<file path="src/rtl/dmux_8way_pkg.sv">
// Shared constants for the 8-way demultiplexer: select encodings and output count.
package dmux_8way_pkg;

    // Number of demultiplexed destinations
    localparam int NUM_OUT = 8;

    // Select encodings, one per destination (a..h)
    localparam logic [2:0] SEL_A = 3'd0;
    localparam logic [2:0] SEL_B = 3'd1;
    localparam logic [2:0] SEL_C = 3'd2;
    localparam logic [2:0] SEL_D = 3'd3;
    localparam logic [2:0] SEL_E = 3'd4;
    localparam logic [2:0] SEL_F = 3'd5;
    localparam logic [2:0] SEL_G = 3'd6;
    localparam logic [2:0] SEL_H = 3'd7;

endpackage : dmux_8way_pkg

</file>
<file path="src/rtl/dmux_8way_dmux.sv">
// 1-to-2 demultiplexer: routes in to a when sel=0, to b when sel=1; the other side is zero.
module dmux #(
    parameter int WIDTH = 1
) (
    input  logic [WIDTH-1:0] in,
    input  logic             sel,
    output logic [WIDTH-1:0] a,
    output logic [WIDTH-1:0] b
);

    // Steer the input to one side, hold the other at zero
    always_comb begin
        a = '0;
        b = '0;
        if (sel) begin
            b = in;
        end else begin
            a = in;
        end
    end

endmodule : dmux

</file>
<file path="src/rtl/dmux_8way.sv">
// 8-way demultiplexer built as a three-level tree of 1-to-2 dmux cells
// (sel[2] at the root, sel[0] at the leaves), with an optional output
// register stage. Outputs are forced to zero while rst_n is low.
module dmux_8way
    import dmux_8way_pkg::*;
#(
    parameter int WIDTH      = 1,
    parameter bit REGISTERED = 1'b0
) (
    input  logic             clk,
    input  logic             rst_n,
    input  logic [WIDTH-1:0] in,
    input  logic [2:0]       sel,
    output logic [WIDTH-1:0] a,
    output logic [WIDTH-1:0] b,
    output logic [WIDTH-1:0] c,
    output logic [WIDTH-1:0] d,
    output logic [WIDTH-1:0] e,
    output logic [WIDTH-1:0] f,
    output logic [WIDTH-1:0] g,
    output logic [WIDTH-1:0] h
);

    // Tree nodes: lvl1 split on sel[2], lvl2 on sel[1], leaf on sel[0].
    // leaf[i] is the destination whose encoding equals i.
    logic [WIDTH-1:0] lvl1 [2];
    logic [WIDTH-1:0] lvl2 [4];
    logic [WIDTH-1:0] leaf [NUM_OUT];
    logic [WIDTH-1:0] out_o [NUM_OUT];

    dmux #(.WIDTH(WIDTH)) u_root (
        .in  (in),
        .sel (sel[2]),
        .a   (lvl1[0]),
        .b   (lvl1[1])
    );

    for (genvar i = 0; i < 2; i++) begin : g_mid
        dmux #(.WIDTH(WIDTH)) u_mid (
            .in  (lvl1[i]),
            .sel (sel[1]),
            .a   (lvl2[2*i]),
            .b   (lvl2[2*i+1])
        );
    end

    for (genvar i = 0; i < 4; i++) begin : g_leaf
        dmux #(.WIDTH(WIDTH)) u_leaf (
            .in  (lvl2[i]),
            .sel (sel[0]),
            .a   (leaf[2*i]),
            .b   (leaf[2*i+1])
        );
    end

    if (REGISTERED) begin : g_reg
        logic [WIDTH-1:0] out_d [NUM_OUT];
        logic [WIDTH-1:0] out_q [NUM_OUT];

        // Next-state for the output registers is the tree result
        always_comb begin
            for (int i = 0; i < NUM_OUT; i++) begin
                out_d[i] = leaf[i];
            end
        end

        // One register per output; async clear drops any pending routed value
        always_ff @(posedge clk or negedge rst_n) begin
            if (!rst_n) begin
                for (int i = 0; i < NUM_OUT; i++) begin
                    out_q[i] <= '0;
                end
            end else begin
                for (int i = 0; i < NUM_OUT; i++) begin
                    out_q[i] <= out_d[i];
                end
            end
        end

        // Registered outputs drive the ports directly
        always_comb begin
            for (int i = 0; i < NUM_OUT; i++) begin
                out_o[i] = out_q[i];
            end
        end
    end else begin : g_comb
        // Clock has no role in the combinational build
        logic clk_unused;
        assign clk_unused = clk;

        // Combinational path, gated to zero while reset is held
        always_comb begin
            for (int i = 0; i < NUM_OUT; i++) begin
                out_o[i] = rst_n ? leaf[i] : '0;
            end
        end
    end

    assign a = out_o[SEL_A];
    assign b = out_o[SEL_B];
    assign c = out_o[SEL_C];
    assign d = out_o[SEL_D];
    assign e = out_o[SEL_E];
    assign f = out_o[SEL_F];
    assign g = out_o[SEL_G];
    assign h = out_o[SEL_H];

endmodule : dmux_8way

</file>
<file path="config.mk">
export PLATFORM = sky130hd
export DESIGN_NAME = dmux_8way
export DESIGN_NICKNAME = d
export VERILOG_FILES = /design/src/rtl/dmux_8way_pkg.sv /design/src/rtl/dmux_8way_dmux.sv /design/src/rtl/dmux_8way.sv
export SDC_FILE = /design/constraint.sdc
export NUM_CORES = 1
export LEC_CHECK = 0
export ABC_CLOCK_PERIOD_IN_PS = 2700
export CORE_AREA = 4 4 41 43
export DETAILED_ROUTE_END_ITERATION = 6
export DIE_AREA = 0 0 45 47
export SYNTH_ARGS = -nofsm -noshare
export SYNTH_HDL_FRONTEND = slang
export SYNTH_HIERARCHICAL = 1
export SYNTH_SLANG_ARGS = --single-unit
</file>
<file path="constraint.sdc">
create_clock -name vclk -period 2.7
set_clock_uncertainty 0.1 [all_clocks]
set_input_delay 0.81 -clock vclk [all_inputs]
set_output_delay 0.81 -clock vclk [all_outputs]
set_load 0.05 [all_outputs]
</file>
==> impl_metrics.tcl <==
set metrics [dict create \
    core_um2 1301 \
    vias 177 \
    gp_congestion 0.6407 \
    endpoint_kind "primary output" \
    use_met1_pct 4.719 \
    relSlewSlack_pct 86.35 \
    portBuffers 13 \
    hold_class "input port to primary output" \
    postSynthCellCount 22 \
    placed_area_um2 305.3 \
    finalSetupViolations 0 \
    yosys_warnings 6 \
    final_core_util_pct 25.48 \
    slew_viol_final 0 \
    busiest_layer "met2" \
    syn_area_um2 163.9 \
    crit_arrival_ns 1.75 \
    track_usage_pct 3.383 \
    cap_violations 0 \
    post_drt_wl_per_cell_um 7.100 \
    tightest_slew_ns 0.2041 \
    drtIter0Drc 0 \
    final_area_um2 331.6 \
    slowest_stage "and2b_2" \
    synth_nets 28 \
    grt_pass1_vias 142 \
    cts_hold_buffers 0 \
    nets 43 \
    cp_data_required_time_ns 1.79 \
    wirelength_um 355 \
    cts_setup_buffers 0 \
    p_leak_uw 0.0001669 \
    initial_utilization_pct 12.60 \
    power.density_nw_per_um2 91.11 \
    cpPeakStageDelay_ns 0.21 \
    finalCritPeriodShare_pct 98.37 \
    grt_pass1_wl_um 572 \
    antenna_cells 0 \
    met2_usage_pct 5.932 \
    hold_viol_final 0 \
    die_h_um 47 \
    vdd_ir_drop_max_uv 25.84 \
    cpMostUsedCell "and2b_2" \
    cp_cell_sequence "buf_2, and2b_2, and2b_2, and2b_2, and2_4, buf_8" \
    critical_path_class "input port to primary output" \
    dieArea_um2 2115 \
    antenna_left 0 \
    areaGrowthSynthToFinish_pct 102.3 \
    n_sequential_cell 0 \
    fin_crit_ns 2.656 \
    cp_top_family "simple AND/OR/NAND/NOR gates" \
    antenna_found_initial 0 \
    n_clock_buffer 0 \
    status "complete, no violations" \
    grt_setup_unrepaired "no" \
    die_w_um 45 \
    dp_cells 50 \
    ios 14 \
    firstDrtPassIters 1 \
    met3_usage_pct 0.3831 \
    drive_gt1_share_pct 74.29 \
    cp-start-kind "input port" \
    critPathBufInv 2 \
    nFillCells 158 \
    layoutNonFillerInstCount 50 \
    drc 0 \
    avgViaCountPerCell 3.540 \
    cp_max_fo 2 \
    rows 13 \
    ys_types 3 \
    gr-total-overflow 0 \
    max_freq_mhz 376.5 \
    ys_seq_area_share_pct 0 \
    avgSynthCellArea_um2 7.450 \
    seqCellArea_um2 0 \
    grt_max_degree 9 \
]
kinds of logic after synthesis:
group | count (synthesis) | share of synthesized area (%)
and+or+nand+nor | 22 | 100.0
final cells by class:
type	instances	area [µm²]	share of cell area, %
Multi-Input combinational cell	22	171.4	51.70
Timing Repair Buffer	13	141.4	42.64
Tap cell	15	18.77	5.660
power by group:
part | internal [µW] | leakage (µW) | switching [µW]
Combinational | 16.1 | 0.000167 | 14.1
Clock | 0 | 0 | 0
Sequential | 0 | 0 | 0
Total | 16.1 | 0.000167 | 14.1
metrics by stage:
step                power, µW  hold slack (ns)  setup WS [ns]  TNS, ns
floorplan               15.66            1.805         0.1331        0
finish                  30.21            2.256        0.04410        0
CTS                     30.39            2.269        0.01636        0
global route            32.74            2.314       0.005334        0
detailed placement      29.92            2.382        -0.3761   -2.662
global placement        29.48            2.376        -0.3702   -2.613
routing by layer:
metal,vias up,part of all wire [%]
met1,76,42
met4,0,0
met5,-,0
met2,9,42
li1,92,-
met3,0,16
placed cells by master, fill, tap and decap left out:
cell type / netlist / routed
and2b_2: 7 / 7
and2_1: 8 / 6
buf_6: 0 / 6
and2_2: 7 / 5
and2_4: 0 / 4
buf_2: 0 / 2
clkdlybuf4s50_1: 0 / 1
dlygate4sd2_1: 0 / 1
clkdlybuf4s15_1: 0 / 1
buf_8: 0 / 1
buf_12: 0 / 1
path summary, 6_finish.rpt:
| check | start | to | slack [ns] | cells after the start |
|---|---|---|---|---|
| worst min-delay path | sel[0] | d | 2.26 | 4 |
| worst max-delay path | sel[2] | a | 0.04 | 6 |
synthesized netlist by cell type:
master / count / area share [%]
and2_1: 8 / 31
and2_2: 7 / 32
and2b_2: 7 / 37
what timing repair did:
item                                    in CTS  in global routing
resized for setup                           20                  2
endpoints found under the setup margin       8                  3
pin swaps                                    0                  0
No activity file was read; power rests on OpenSTA's default activity.
